**src/rtl/pipe_seq_ctrl.sv**
```systemverilog
// ---------------------------------------------------------------------------
// pipe_seq_ctrl
//
// Sequencing controller for the 3-stage pipeline. It gates PC advance and
// the stage-1 -> stage-2 register, and injects NOP bubbles (8'h00) into
// stage 2 for taken control transfers, load-use hazards, and halt or
// single-step.
//
// Parameters
//   FLUSH_CYCLES  bubbles after a taken jump/call/return (1..15)
//   MEM_STALL     bubbles per load-use hazard (1..15)
//   CNT_W         width of the bubble down-counter; it must hold both
//                 FLUSH_CYCLES and MEM_STALL
//
// Ports
//   clk           system clock; all state changes on posedge
//   rst_n         synchronous reset, active-low
//   id_opcode     opcode in stage 1, about to be registered into stage 2
//   ex_opcode     opcode held in the stage-2 register
//   ex_load_pc    execute stage takes a control transfer this cycle
//   ex_rd         execute stage performs a data-memory read
//   halt_req      level request to halt the pipeline
//   step          one-cycle pulse; issue one instruction while halted
//   pc_en         PC/fetch may advance
//   ifid_en       stage-2 register load enable
//   bubble        stage-2 register loads 8'h00 instead of id_opcode
//   state         00 RUN, 01 STALL, 10 FLUSH, 11 HALT
//   stall_cycles  saturating count of cycles with pc_en=0 or bubble=1
// ---------------------------------------------------------------------------
module pipe_seq_ctrl #(
    parameter int FLUSH_CYCLES = 1,
    parameter int MEM_STALL    = 1,
    parameter int CNT_W        = 4
) (
    input  logic        clk,
    input  logic        rst_n,
    input  logic [7:0]  id_opcode,
    input  logic [7:0]  ex_opcode,
    input  logic        ex_load_pc,
    input  logic        ex_rd,
    input  logic        halt_req,
    input  logic        step,
    output logic        pc_en,
    output logic        ifid_en,
    output logic        bubble,
    output logic [1:0]  state,
    output logic [15:0] stall_cycles
);

    typedef enum logic [1:0] {
        S_RUN   = 2'b00,
        S_STALL = 2'b01,
        S_FLUSH = 2'b10,
        S_HALT  = 2'b11
    } state_t;

    localparam logic [CNT_W-1:0] FLUSH_LD = CNT_W'(FLUSH_CYCLES);
    localparam logic [CNT_W-1:0] STALL_LD = CNT_W'(MEM_STALL);
    localparam logic [15:0]      SAT_MAX  = 16'hFFFF;

    state_t           state_q, state_d;
    logic [CNT_W-1:0] cnt_q, cnt_d;
    logic             step_active_q, step_active_d;
    logic [15:0]      stall_q;

    // ---------------------------------------------------------------------
    // Load-use hazard detect.
    // LDA rn is 0111_0_nnn with nnn != 0 (nnn = 0 is a different form that
    // does not write a register); POP rn is 0111_1_nnn. The consumer in
    // stage 1 must be a register-using opcode (upper nibble non-zero) that
    // names the same register in its low three bits.
    // ---------------------------------------------------------------------
    logic ex_is_lda;
    logic ex_is_pop;
    logic load_use;

    always_comb begin
        ex_is_lda = (ex_opcode[7:3] == 5'b01110) && (ex_opcode[2:0] != 3'b000);
        ex_is_pop = (ex_opcode[7:3] == 5'b01111);
        load_use  = ex_rd
                  && (ex_is_lda || ex_is_pop)
                  && (id_opcode[7:4] != 4'b0000)
                  && (id_opcode[2:0] == ex_opcode[2:0]);
    end

    // ---------------------------------------------------------------------
    // State register
    // ---------------------------------------------------------------------
    always_ff @(posedge clk) begin
        if (!rst_n) begin
            state_q       <= S_RUN;
            cnt_q         <= '0;
            step_active_q <= 1'b0;
        end else begin
            state_q       <= state_d;
            cnt_q         <= cnt_d;
            step_active_q <= step_active_d;
        end
    end

    // ---------------------------------------------------------------------
    // Next-state logic.
    // step_active only survives the single RUN cycle granted by a step; any
    // other transition clears it so a later RUN is not mistaken for a step.
    // ---------------------------------------------------------------------
    always_comb begin
        state_d       = state_q;
        cnt_d         = cnt_q;
        step_active_d = 1'b0;

        if (ex_load_pc) begin
            // A taken transfer flushes from any state and restarts an
            // in-progress flush or stall.
            state_d = S_FLUSH;
            cnt_d   = FLUSH_LD;
        end else begin
            unique case (state_q)
                S_RUN: begin
                    if (load_use) begin
                        state_d = S_STALL;
                        cnt_d   = STALL_LD;
                    end else if (halt_req || step_active_q) begin
                        state_d = S_HALT;
                    end
                end
                S_STALL, S_FLUSH: begin
                    // The cnt <= 1 test also recovers from a zero count
                    // instead of wrapping round through the counter.
                    if (cnt_q <= CNT_W'(1)) begin
                        state_d = halt_req ? S_HALT : S_RUN;
                        cnt_d   = '0;
                    end else begin
                        cnt_d   = cnt_q - CNT_W'(1);
                    end
                end
                S_HALT: begin
                    if (!halt_req) begin
                        state_d = S_RUN;
                    end else if (step) begin
                        state_d       = S_RUN;
                        step_active_d = 1'b1;
                    end
                end
                default: state_d = S_RUN;
            endcase
        end
    end

    // ---------------------------------------------------------------------
    // Moore output decode. While reset is held, stage 2 is flooded with
    // NOPs and fetch is frozen, whatever the register holds.
    // ---------------------------------------------------------------------
    always_comb begin
        pc_en   = 1'b1;
        ifid_en = 1'b1;
        bubble  = 1'b0;
        if (!rst_n) begin
            pc_en  = 1'b0;
            bubble = 1'b1;
        end else begin
            unique case (state_q)
                S_RUN:   ;
                S_STALL: begin pc_en = 1'b0; bubble = 1'b1; end
                S_FLUSH: begin bubble = 1'b1; end
                S_HALT:  begin pc_en = 1'b0; bubble = 1'b1; end
                default: ;
            endcase
        end
    end

    assign state = state_q;

    // ---------------------------------------------------------------------
    // Lost-cycle counter; saturates instead of wrapping.
    // ---------------------------------------------------------------------
    always_ff @(posedge clk) begin
        if (!rst_n) begin
            stall_q <= '0;
        end else if ((!pc_en || bubble) && (stall_q != SAT_MAX)) begin
            stall_q <= stall_q + 16'd1;
        end
    end

    assign stall_cycles = stall_q;

endmodule

```
**config.mk**
```make
export PLATFORM = sky130hd
export DESIGN_NAME = pipe_seq_ctrl
export DESIGN_NICKNAME = d
export VERILOG_FILES = /design/src/rtl/pipe_seq_ctrl.sv
export SDC_FILE = /design/constraint.sdc
export NUM_CORES = 1
export LEC_CHECK = 0
export BUFFER_PORTS_ARGS = -buffer_cell sky130_fd_sc_hd__buf_2
export CORE_MARGIN = 2
export CORE_UTILIZATION = 37
export DETAILED_ROUTE_END_ITERATION = 8
export HOLD_SLACK_MARGIN = 0.1
export PLACE_DENSITY_LB_ADDON = 0.1
export SETUP_SLACK_MARGIN = 0.15
export SYNTH_ARGS = -nofsm -noshare
export SYNTH_HDL_FRONTEND = slang
export SYNTH_SLANG_ARGS = --single-unit
```
**constraint.sdc**
```tcl
create_clock -name clk -period 3.04 [get_ports clk]
set_input_delay 0.608 -clock clk [delete_from_list [all_inputs] [get_ports clk]]
set_output_delay 0.608 -clock clk [all_outputs]
set_load 0.01 [all_outputs]
```
==> results.txt <==
Status: finished clean
First-pass GRT wire length: 5460 microns
Synth Flop Type: dfxtp_1
# DRC: 0
TritonCTS clock tree: yes
Max transition margin: 48.4%
Die width: 65.0 microns
Setup-failing EPs final: 0
Layout cell share with drive strength beyond 1: 25.1%
Placed cell area: 1640 sq um
Max VDD drop: 212 uV
Row cnt: 22
Fin Setup TNS: 0 ns
Max Fanout on Critical Path: 7
# IOs: 43
Fin crit share: 78.0%
ANT cells: 0
Routability cong.: 0.839
EDFF count, synth: 0
Vias in the first global route: 1261
Wire per inst: 11.7 microns
Max Slew Vio Count: 0
Max-cap violations: 0
Core Region: 3610 sq um
CTS max path bufs: 2
Clock latency on the worst-skew pair: 0.27 ns
Synth cell types: 40
Worst slew pin tran: 0.766 ns
Vias post-DR: 1309
Data required, critical path: 3.21 ns
Setup Crit Path Kind: flop to flop
Most frequent cells in the layout: buf_2 (40), dfxtp_1 (23), xor2_1 (15)
DIE HEIGHT: 65.0 microns
Number of synthesis warnings: 0
Max Clk Rate: 0.422 GHz
Initial antenna violation count: 0
Pleak: 0.775 nW
CTS sink cnt: 23
Worst Path Arrival: 2.54 ns
Fill cells: 377
Synth async-reset ratio: 0%
Power per cell area: 407 nW/um^2
Mapped Area: 1380 sq um
Area delta synth->final: 22.3%
DP HPWL: 2310 microns
Root Driver: clkbuf_8
Initial DRC count: 86
Initial Util: 38.1%
TritonCTS buffer count: 3
Sequential element share of the synthesized area: 33.5%
1st-pass router iterations: 4
Layout Skew: 0.00698 ns
RSZ-0062 raised after global routing: no
Hold_ws: 0.513 ns
Flops & latches, synth: 23
Number of I/O port buffers: 40
Hold-fix buffers at CTS: 0
Post-route ant nets: 0
Post-Syn Nets: 193
Commonest non-fill, non-tap cell in the layout: buf_2
NumNets Final: 237
Design area: 1680 sq um
Largest net degree at the start of global routing: 26
Die area: 4220 sq um
WL final: 2980 microns
Min-delay worst type: flop to flop
Crit start category: flop
Fin util: 46.6%
Total power draw: 0.000685 W
GRT overflow: 0
Post-layout minimum cycle time: 2.37 ns
Htree depth: 1
Cells after synthesis: 164
Gr usage total: 16.1%
Clock-pin slew on the worst setup and hold paths: 0.08 ns
Post-CTS Setup Repair Bufs: 0
Synthesized area per cell: 8.38 sq um
Post-CTS Resized: 0
Final hold violations: 0
CP endpoint kind: flop
Vias per cell: 5.13
==> flip-flops by register name, indices dropped and copies added (netlist names) <==
name	count
cnt_q	4
stall_cycles	16
step_active_q	1
state	2
==> through the flow <==
| stage | cells | setup WS (ns) |
|---|---|---|
| 3_5_place_dp | 251 | 0.555 |
| 6_report | 255 | 0.668 |
| 5_1_grt | 255 | 0.472 |
| 2_1_floorplan | 164 | 0.882 |
| 4_1_cts | 255 | 0.643 |
| 3_3_place_gp | 251 | 0.584 |
==> cells in the mapped netlist (all sizes together), types with 2 or more instances <==
cell,instances,area share [%]
mux2i,2,1.5
nand2b,3,1.4
nor3,6,2.2
nand4,3,2.5
nor2,11,3.0
xor2,15,9.6
nand3,9,3.3
a31oi,2,0.91
clkbuf,2,0.55
inv,6,1.6
dfxtp,23,33
nor4,13,5.9
and2,13,5.9
ha,7,6.4
nand2,13,3.5
a31o,2,1.3
a21oi,4,1.5
nor2b,4,1.8
o21ai,6,2.2
==> layout make-up <==
type / instances / area [sq um] / area share (%)
Clock buffer: 3 / 41.3 / 2.46
Clock inverter: 1 / 5.00 / 0.298
Timing Repair Buffer: 42 / 215 / 12.8
Sequential cell: 23 / 460 / 27.4
Inverter: 6 / 22.5 / 1.34
Tap cell: 48 / 60.1 / 3.57
Multi-Input combinational cell: 132 / 877 / 52.2
==> where the power goes <==
part,switching [W],internal (W)
Sequential,0.0000201,0.000314
Combinational,0.0000879,0.0000709
Clock,0.000100,0.0000916
==> final timing paths <==
path,startpoint,to,slack (ns),depth (start not counted)
min,stall_cycles[14],stall_cycles[14],0.51,2
max,state[0],stall_cycles[15],0.67,8
min reg2reg,stall_cycles[14],stall_cycles[14],0.51,2
max reg2reg,state[0],stall_cycles[15],0.67,8
==> worst max-delay path, cell delays in order (launching register included) <==
cell	delay [ns]
dfxtp_1	0.42
inv_1	0.09
ha_1	0.29
nor4bb_1	0.16
buf_4	0.16
or4b_4	0.53
nor4_1	0.37
xor2_1	0.10
and2_1	0.16
==> per-layer routing <==
layer | routed length [microns] | GRT usage, % | vias up
li1 | - | - | 667
met1 | 1380 | 20.1 | 594
met2 | 1350 | 27.4 | 44
met3 | 227 | 4.34 | 4
met4 | 25 | 3.46 | 0
met5 | 0 | 0 | -
==> cells by family after synthesis <==
family | count (synthesis) | share of synthesized area (%)
AO/OA/AOI/OAI | 21 | 9.92
XOR/XNOR | 16 | 10.2
adder cells (fa/ha/maj) | 7 | 6.37
buffers and inverters | 9 | 2.73
flip-flops | 23 | 33.5
multiplexers | 2 | 1.46
other | 1 | 0.273
AND/OR/NAND/NOR | 85 | 35.6
No activity file was read; power rests on OpenSTA's default activity.
